--- config.mk ---
export PLATFORM = sky130hd
export DESIGN_NAME = sc_stream_decoder_flat
export DESIGN_NICKNAME = d
export VERILOG_FILES = /design/src/rtl/sc_stream_decoder_if.sv /design/src/rtl/sc_stream_decoder.sv /design/src/flat_wrapper.sv
export SDC_FILE = /design/constraint.sdc
export NUM_CORES = 1
export LEC_CHECK = 0
export ABC_AREA = 0
export CORE_UTILIZATION = 57
export DETAILED_ROUTE_END_ITERATION = 10
export PLACE_DENSITY_LB_ADDON = 0.05
export SLEW_MARGIN = 10
export SYNTH_ARGS = -nofsm -noshare
export SYNTH_HDL_FRONTEND = slang
export SYNTH_SLANG_ARGS = --single-unit
--- constraint.sdc ---
create_clock -name clk -period 5 [get_ports clk]
set_input_delay 1 -clock clk [delete_from_list [all_inputs] [get_ports clk]]
set_output_delay 1 -clock clk [all_outputs]
set_load 0.03 [all_outputs]
--- src/rtl/sc_stream_decoder_if.sv ---
// sc_stream_decoder_if: stream, handshake and result signals of the stochastic stream decoder.
// The bipolar result port exists only when SC_DECODE_BIPOLAR_EN is defined.
interface sc_stream_decoder_if #(parameter int CNT_W = 10);
    logic             start;
    logic             abort;
    logic [CNT_W-1:0] len;
    logic             z_in;
    logic             z_valid;
    logic             stream_en;
    logic             busy;
    logic             done;
    logic [CNT_W-1:0] ones;
    logic [CNT_W-1:0] bits;
`ifdef SC_DECODE_BIPOLAR_EN
    logic signed [CNT_W:0] bipolar;
`endif
    modport master (
        output start, abort, len, z_in, z_valid,
`ifdef SC_DECODE_BIPOLAR_EN
        input bipolar,
`endif
        input stream_en, busy, done, ones, bits
    );
    modport slave (
        input start, abort, len, z_in, z_valid,
`ifdef SC_DECODE_BIPOLAR_EN
        output bipolar,
`endif
        output stream_en, busy, done, ones, bits
    );
endinterface

--- src/rtl/sc_stream_decoder.sv ---
// sc_stream_decoder: counts 1s of a stochastic stream over a len-bit window and reports ones/bits.
// Define SC_DECODE_BIPOLAR_EN to add the signed bipolar result 2*ones - bits.
module sc_stream_decoder #(parameter int CNT_W = 10) (
    input logic clk,
    input logic rst,
    sc_stream_decoder_if.slave s
);
    typedef enum logic [1:0] {IDLE, RUN, DONE} state_t;
    state_t state, state_nxt;
    logic [CNT_W-1:0] len_q, bit_cnt, one_cnt;
    logic accept, last, commit;

    assign accept = state == IDLE && s.start && !s.abort;
    assign last = s.z_valid && bit_cnt == len_q - CNT_W'(1);

    always_ff @(posedge clk or posedge rst)
        if (rst) state <= IDLE;
        else state <= state_nxt;

    always_comb begin
        state_nxt = state == IDLE ? (accept ? (s.len == '0 ? DONE : RUN) : IDLE) :
                    state == RUN  ? (s.abort ? IDLE : (last ? DONE : RUN)) : IDLE;
    end

    // abort landing in DONE suppresses the commit, so the previous result survives
    always_comb begin
        commit = state == DONE && !s.abort;
        s.stream_en = state == RUN;
        s.busy = state != IDLE;
        s.done = commit;
    end

    always_ff @(posedge clk or posedge rst) begin
        if (rst) begin
            len_q <= '0;
            bit_cnt <= '0;
            one_cnt <= '0;
            s.ones <= '0;
            s.bits <= '0;
        end else begin
            if (accept) begin
                len_q <= s.len;
                bit_cnt <= '0;
                one_cnt <= '0;
            end else if (state == RUN && s.z_valid && !s.abort) begin
                bit_cnt <= bit_cnt + CNT_W'(1);
                one_cnt <= one_cnt + CNT_W'(s.z_in);
            end
            if (commit) begin
                s.ones <= one_cnt;
                s.bits <= len_q;
            end
        end
    end

`ifdef SC_DECODE_BIPOLAR_EN
    // modular CNT_W+1 subtraction is exact because the true result lies in -len_q..+len_q
    always_ff @(posedge clk or posedge rst)
        if (rst) s.bipolar <= '0;
        else if (commit) s.bipolar <= {one_cnt, 1'b0} - {1'b0, len_q};
`endif
endmodule

--- src/flat_wrapper.sv ---
// flat-port wrapper written by rule: the top's interface ports become plain ports
module sc_stream_decoder_flat 
#(parameter int CNT_W = 10)
  (clk, rst, s_start, s_abort, s_len, s_z_in, s_z_valid, s_stream_en, s_busy, s_done, s_ones, s_bits);
  sc_stream_decoder_if #(.CNT_W(CNT_W)) s_i ();
  input logic clk;
  input logic rst;
  input wire logic [$bits(s_i.start)-1:0] s_start;
  input wire logic [$bits(s_i.abort)-1:0] s_abort;
  input wire logic [$bits(s_i.len)-1:0] s_len;
  input wire logic [$bits(s_i.z_in)-1:0] s_z_in;
  input wire logic [$bits(s_i.z_valid)-1:0] s_z_valid;
  output wire logic [$bits(s_i.stream_en)-1:0] s_stream_en;
  output wire logic [$bits(s_i.busy)-1:0] s_busy;
  output wire logic [$bits(s_i.done)-1:0] s_done;
  output wire logic [$bits(s_i.ones)-1:0] s_ones;
  output wire logic [$bits(s_i.bits)-1:0] s_bits;
  assign s_i.start = s_start;
  assign s_i.abort = s_abort;
  assign s_i.len = s_len;
  assign s_i.z_in = s_z_in;
  assign s_i.z_valid = s_z_valid;
  assign s_stream_en = s_i.stream_en;
  assign s_busy = s_i.busy;
  assign s_done = s_i.done;
  assign s_ones = s_i.ones;
  assign s_bits = s_i.bits;
  sc_stream_decoder #(.CNT_W(CNT_W)) u_core (.clk(clk), .rst(rst), .s(s_i));
endmodule
* Word level (Yosys, flattened, before mapping) *
Cells that the tools add are included.

word-level totals
  memories kept = 0
  ROM bits = 0
  register bits after elaboration = 52
  bits in latches = 0
  logic and storage cells = 33
  memory bits (writable) = 0

operators by class
  add/sub/neg operators = 3
  bitwise gates (word level) = 0
  equal/unequal tests = 3
  reductions and logical operators = 11
  multipliers = 0
  muxes and demuxes = 10
  divide/modulo/power cells = 0
  magnitude comparators = 0
  shift-type cells = 0

operators with widths
  cell                   count
  $mux 10                4
  $mux 2                 6
  $add 10x1->10          1
  $add 10x1->10 const B  1
  $eq 10x10->1           1
  $logic_not 10->1       1
  $sub 10x1->10 const B  1
  $logic_and 1x1->1      6
  $reduce_bool 2->1      2
  $eq 2x1->1 const B     1
  $eq 2x2->1 const B     1
  $logic_not 2->1        1
  $logic_not 1->1        1

* Depth between registers and ports, before layout *
Gate-level depths: netlist of run 1.

  depth after elaboration = 7
  mapped depth = 7

* Worst setup path after synthesis of run 1 *
No wires, ideal clock.

  path kind = input-to-output
  start point = input s_abort
  end point = output s_done
  path buffers = 1
  data arrival time = 1.847 ns
  data required time = 4.000 ns
  cell stages on the path = 2
  setup slack = 2.153 ns
  cell sequence = nor3b_1 clkbuf_1

on the way
  word-level cells in the longest chain between the ends = 2

RTL lines
  item               RTL line                 RTL
  from (decl)        flat_wrapper.sv:9        input wire logic [$bits(s_i.abort)-1:0] s_abort;
  $logic_not 1->1    sc_stream_decoder.sv:27  commit = state == DONE && !s.abort;
  $logic_and 1x1->1  sc_stream_decoder.sv:27
  to (decl)          flat_wrapper.sv:15       output wire logic [$bits(s_i.done)-1:0] s_done;

Every way passes these cells.

* Worst setup path after layout of run 1 *
Ends and elaborated chain as after synthesis.

==> results of run 1 <==
-- final timing paths --
kind,from,slack (ns),cells after the start,end
setup / recovery,s_abort,1.58,3,s_done
hold / removal,u_core.s.bits[3]$_DFFE_PP0P_,0.49,1,u_core.s.bits[3]$_DFFE_PP0P_
setup reg to reg,u_core.len_q[0]$_DFFE_PP0P_,2.62,7,u_core.state[0]$_DFF_PP0_
hold reg to reg,u_core.s.bits[3]$_DFFE_PP0P_,0.49,1,u_core.s.bits[3]$_DFFE_PP0P_
max in group asynchronous,rst,3.09,2,u_core.bit_cnt[8]$_DFFE_PP0P_
min in group asynchronous,rst,1.26,2,u_core.s.ones[9]$_DFFE_PP0P_
-- per-layer routing --
| layer | up-vias | track usage, % | routed length [microns] |
|---|---|---|---|
| met5 | - | 0 | 0 |
| met4 | 0 | 7.29 | 58 |
| met3 | 6 | 5.26 | 211 |
| met2 | 45 | 40.2 | 2430 |
| met1 | 910 | 32.1 | 2320 |
| li1 | 879 | - | - |
-- final cells by class --
cell class / count / area, sq um / share of cell area [%]
timing repair buffer: 41 / 403 / 13.1
inverter: 3 / 11.3 / 0.367
multi-input combinational: 168 / 1180 / 38.6
tap: 50 / 62.6 / 2.04
clock buffer: 6 / 72.6 / 2.36
sequential: 52 / 1300 / 42.4
clock inverter: 2 / 35.0 / 1.14
-- synthesized netlist by cell type, types with 2 or more instances --
| library cell | count | area (sq um) |
|---|---|---|
| mux2_2 | 14 | 158 |
| inv_1 | 3 | 11.3 |
| nor4_1 | 3 | 18.8 |
| o21ai_1 | 7 | 35.0 |
| nor3b_1 | 3 | 22.5 |
| nor4b_1 | 2 | 17.5 |
| mux2i_1 | 2 | 20.0 |
| nand4_1 | 6 | 37.5 |
| or4b_1 | 2 | 20.0 |
| nor2_1 | 17 | 63.8 |
| xor2_1 | 17 | 149 |
| xnor2_1 | 12 | 105 |
| mux2_1 | 6 | 67.6 |
| and4_1 | 2 | 17.5 |
| ha_1 | 4 | 50.1 |
| nand3_1 | 6 | 30.0 |
| dfrtp_1 | 52 | 1300 |
| nor3_1 | 4 | 20.0 |
| nand2_1 | 37 | 139 |
| or4_1 | 2 | 15.0 |
| nor2b_1 | 2 | 12.5 |
| and3_1 | 4 | 25.0 |
| clkbuf_1 | 11 | 41.3 |
-- logic make-up after synthesis --
family                   after synthesis  synth area share [%]
XOR/XNOR                              29                  10.0
buffers and inverters                 15                  2.52
multiplexers                          22                  9.68
adder cells (fa/ha/maj)                4                  1.98
flip-flops                            52                  51.4
AO/OA/AOI/OAI                         15                  4.35
AND/OR/NAND/NOR                       98                  20.1
-- placed cells by master, fill, tap and decap left out, types with 5 or more instances in the layout --
master and instances:
mux2_1 6, xor2_1 17, clkbuf_8 5, clkdlybuf4s50_1 38
nand4_1 6, mux2_2 14, o21ai_1 7, nand2_1 37
dfrtp_1 52, xnor2_1 12, nand3_1 6, nor2_1 17
-- stage by stage --
step | instances | setup slack (ns)
floorplan | 235 | 2.15
global placement | 314 | 1.58
global route | 322 | 1.50
detailed placement | 314 | 1.57
finish | 322 | 1.58
CTS | 322 | 1.56
-- critical path: cells and delay by family --
kind / cells / cell delay (ns)
and+or+nand+nor: 1 / 0.22
buffers and inverters: 2 / 1.21
-- flip-flops by register name, indices dropped and copies added (netlist names) --
signal / count
u_core.bit_cnt: 10
u_core.len_q: 10
u_core.one_cnt: 10
u_core.s.bits: 10
u_core.s.ones: 10
u_core.state: 2
-- power groups by stage --
stage               registers (uW)  clock network, uW  logic (uW)
floorplan                      480                  0         122
global placement               495                  0         153
detailed placement             495                  0         156
CTS                            487                287         158
global route                   493                304         176
finish                         487                283         157
==> run metrics, run 1 <==
status completed; Setup Buffers After CTS 0; min cycle time layout 3.42 ns; final setup vio count 0; Post-synth EDFFs 0; pwr dens 302 nW/um^2; GR Util All Layers 24.4%; DRT iter0 DRCs 102; Startpoint Class input pin; CP Cell Sequence clkdlybuf4s50_1 > nor3b_2 > clkdlybuf4s50_1; pin count of the biggest net entering global routing 53; Mapped Area 2530 sq um; GRT overflow 0; internal power ~670 uW; die width just under 70 microns; Lkg Pwr 0.00143 uW; Fmax achieved a little under 300 MHz; IO buf count 38; worst vdd ir around 0.18 mV; synth unique cells 40; CTS Hold Bufs 0; Max-Cap Viols 0; root buffer cell clkbuf_8; diode count 0; row cnt 23; register area share after synthesis 51.4%; layout cells sized above 1 about an eighth; Sw Ratio roughly 28%; starting density of the core 61.1%; Worst-path clk slew 0.09 ns; Worst path max stage delay roughly 0.70 ns; Final #Nets roughly 290; total CTS buffers 5; worst hold path type reg2reg; main flop type after synthesis dfrtp_1; crit path max fanout 5; antenna violations before repair 0; routed len/inst 15.6 microns; vias in the first global route 1684; setup_tns 0 ns; Critical Path RT approximately 4 ns; clock sinks 52; clk_skew 0.00442 ns; fin area 3070 sq um; die footprint around 4700 sq um; Crit-path slowest cell clkdlybuf4s50_1; Tcrit/Tclk final 68.5%; Worst Tran Pin Value 1.03 ns; CTS tree done; final-report hold violation count 0; # IOs 39; first-pass GRT wire length 8.16 mm; Placeable Area about 4100 sq um; clk_lat worst skew 0.30 ns; CP endpoint kind output port; hold_ws 0.489 ns; Post-Syn Instances about 240; P_sw approximately 260 uW; Sequential Power Share 52.5%; Via-to-Cell Ratio 5.71; Final Core Density 74.1%; post-synthesis async set-or-reset flop share 100%; Placed Area 2960 sq um; flop and latch count out of synthesis 52; Area growth syn-to-layout 21.2%; worst relative slew slack 30.1%; Clock power frac 30.5%; Die Ht 68.7 microns; maximum level of the CTS H-tree 2; syn nets 255; warnings from Yosys 0; Worst EP arrival 2.42 ns; Logic pwr share approximately 17%; Final Total Pwr 927 uW; cell repeated most along the worst path clkdlybuf4s50_1; via count 1840; Slew Limit Fails 0; drt first pass iters 4; final WL between 5 and 6 mm; Routability Congestion 0.784; HPWL after DPL 3.48 mm; RSZ-0062 raised after global routing false; cts repair resizes 0; Detail Route Antenna Nets 0; clk buf depth 2; layout filler cell count 304; Post-Synthesis Mean Instance Area 10.8 sq um; Setup CP Type in2out; Post-route DRC 0
Note: power is estimated with default switching activity, not from simulation.
==> run 2, diff against run 1 <==
CORE_UTILIZATION = 53   (was 57)
clock period = 3.25 ns   (was 5 ns; I/O delays follow)
==> run 2 against run 1 <==
Setup slack got worse by 0.71 ns. Clock skew increased by 0.0063 ns. First-iteration DRC count up 19%. Total power is 48% higher. Combinational power rose by 58%. Non-clock buffer count increased by 2. Routed wire length rose by 1.5%. Count of clock-buffer cells in the layout did not move. Utilization is 5.5 points lower. Final cell count grew 1.2%. Sequential share of layout area did not move. Via count decreased by 1.2%. Critical endpoint is now u_core.state[0]$_DFF_PP0_. Largest cell class unchanged. Largest power group unchanged.
==> run metrics, run 2 (same netlist as run 1, synthesis figures left out) <==
CTS Hold Bufs 0 (unchanged); # IOs 39 (unchanged); pwr dens 447 nW/um^2 (+48%); Startpoint Class input pin; cts repair resizes 0 (unchanged); Lkg Pwr 0.00143 uW (+0.52%); Area growth syn-to-layout 21.2% (unchanged); hold_ws 0.487 ns (-0.00140 ns); Worst EP arrival 2.58 ns (+0.16 ns); DRT iter0 DRCs 121 (+19%); GRT overflow 0 (unchanged); Worst-path clk slew 0.09 ns (about the same); layout cells sized above 1 13.5% (+1.4 points); row cnt 24 (+4.3%); WHS Endpoint u_core.s.bits[5]$_DFFE_PP0P_; most common cell after layout, fill and taps aside dfrtp_1; final-report hold violation count 0 (unchanged); RSZ-0062 raised after global routing false; worst vdd ir 0.283 mV (+57%); IO buf count 38 (unchanged); worst r2r dst u_core.state[0]$_DFF_PP0_; via count 1818 (-1.2%); final WL 5.10 mm (+1.5%); setup_tns 0 ns (unchanged); worst hold path startpoint u_core.s.bits[5]$_DFFE_PP0P_; reg2reg setup slack 0.89 ns (-1.73 ns); die footprint 5060 sq um (+7.3%); drt first pass iters 4 (unchanged); maximum level of the CTS H-tree 2 (unchanged); die width 71.1 microns (+3.6%); R2R depth 7 (unchanged); Placed Area 2980 sq um (+0.51%); Via-to-Cell Ratio 5.58 (-2.4%); routed len/inst 15.6 microns (+0.25%); GR Util All Layers 21.7% (-2.7 points); RR Startpoint u_core.len_q[0]$_DFFE_PP0P_; clock sinks 52 (unchanged); Detail Route Antenna Nets 0 (unchanged); pin count of the biggest net entering global routing 34 (-36%); first-pass GRT wire length 8.35 mm (+2.3%); root buffer cell clkbuf_8; Fmax achieved around 420 MHz; Critical Path RT 3.44 ns (-0.56 ns); final setup vio count 0 (unchanged); Routability Congestion 0.790 (+0.80%); vias in the first global route 1767 (+4.9%); Slew Limit Fails 0 (unchanged); clk_skew 0.0107 ns (+0.00630 ns); worst hold stages 1 (unchanged); Post-route DRC 0 (unchanged); Final #Nets 293 (+0.69%); Setup crit start s_len[6]; Placeable Area 4470 sq um (+8.0%); crit path max fanout 3 (-2); status completed; Setup Buffers After CTS 0 (unchanged); clk buf depth 2 (unchanged); CP endpoint kind register; total CTS buffers 5 (unchanged); fin area 3070 sq um (unchanged); worst hold path type reg2reg; diode count 0 (unchanged); Setup CP Type in2reg; antenna violations before repair 0 (unchanged); worst relative slew slack 56.3% (+26 points); most frequent cells in the layout 52 x dfrtp_1, 37 x nand2_1, 37 x clkdlybuf4s50_1; Final Core Density 68.6% (-5.5 points); Max-Cap Viols 0 (unchanged); Die Ht 71.1 microns (+3.6%); Tcrit/Tclk final 73.4%; CTS tree done; HPWL after DPL 3.58 mm (+3.0%); clk_lat worst skew 0.30 ns (about the same); Worst Tran Pin Value 0.655 ns (-0.378 ns); Final Total Pwr 1370 uW (+48%); min cycle time layout between 2 and 2.5 ns; layout filler cell count 345 (+13%); starting density of the core 56.6% (-4.5 points)
[run 2: cell count changes in the layout (fill, tap and decap cells not counted)]
cell,change
buf_4,+3
bufinv_16,-1
clkbuf_1,-1
clkbuf_8,+1
clkdlybuf4s50_1,-1
clkinv_2,+1
[run 2: how the worst max path moves through the flow]
stage,end,slack [ns],cells after the start
2_1_floorplan,u_core.state[0]$_DFF_PP0_,1.02,7
3_3_place_gp,u_core.state[0]$_DFF_PP0_,0.64,5
3_5_place_dp,u_core.state[0]$_DFF_PP0_,0.56,5
4_1_cts,u_core.state[0]$_DFF_PP0_,0.88,5
5_1_grt,u_core.state[0]$_DFF_PP0_,0.79,5
6_report,u_core.state[0]$_DFF_PP0_,0.86,5
[run 2: critical path: stages]
cell and delay [ns]:
clkdlybuf4s50_1 0.42, or4_1 0.52, nor4_1 0.48, o21ai_0 0.14, o32a_1 0.36
[run 2: power by group]
| group | switching, uW | internal [uW] |
|---|---|---|
| sequential | 65.0 | 685 |
| combinational | 128 | 120 |
| clock | 203 | 170 |
[run 2: layer usage]
metal  up-vias  wire [microns]  track usage [%]  part of all wire [%]
met5         -               0                0                     0
met1       880            2350             29.5                    46
li1        881               -                -                     -
met3        11             208             4.70                   4.1
met4         0             123             9.33                   2.4
met2        46            2420             33.9                    47
[run 2: final cells by class]
class                      count  area (sq um)  area share, %
sequential                    52          1300           42.4
multi-input combinational    168          1180           38.6
timing repair buffer          43           415           13.5
clock buffer                   6          82.6           2.69
tap                           52          65.1           2.12
inverter                       3          11.3          0.367
clock inverter                 2          10.0          0.326
[run 2: through the flow]
step | std cells | setup WS [ns]
final | 326 | 0.863
after CTS | 326 | 0.883
after floorplan | 235 | 1.02
after detailed placement | 318 | 0.557
after global routing | 326 | 0.792
after global placement | 318 | 0.641
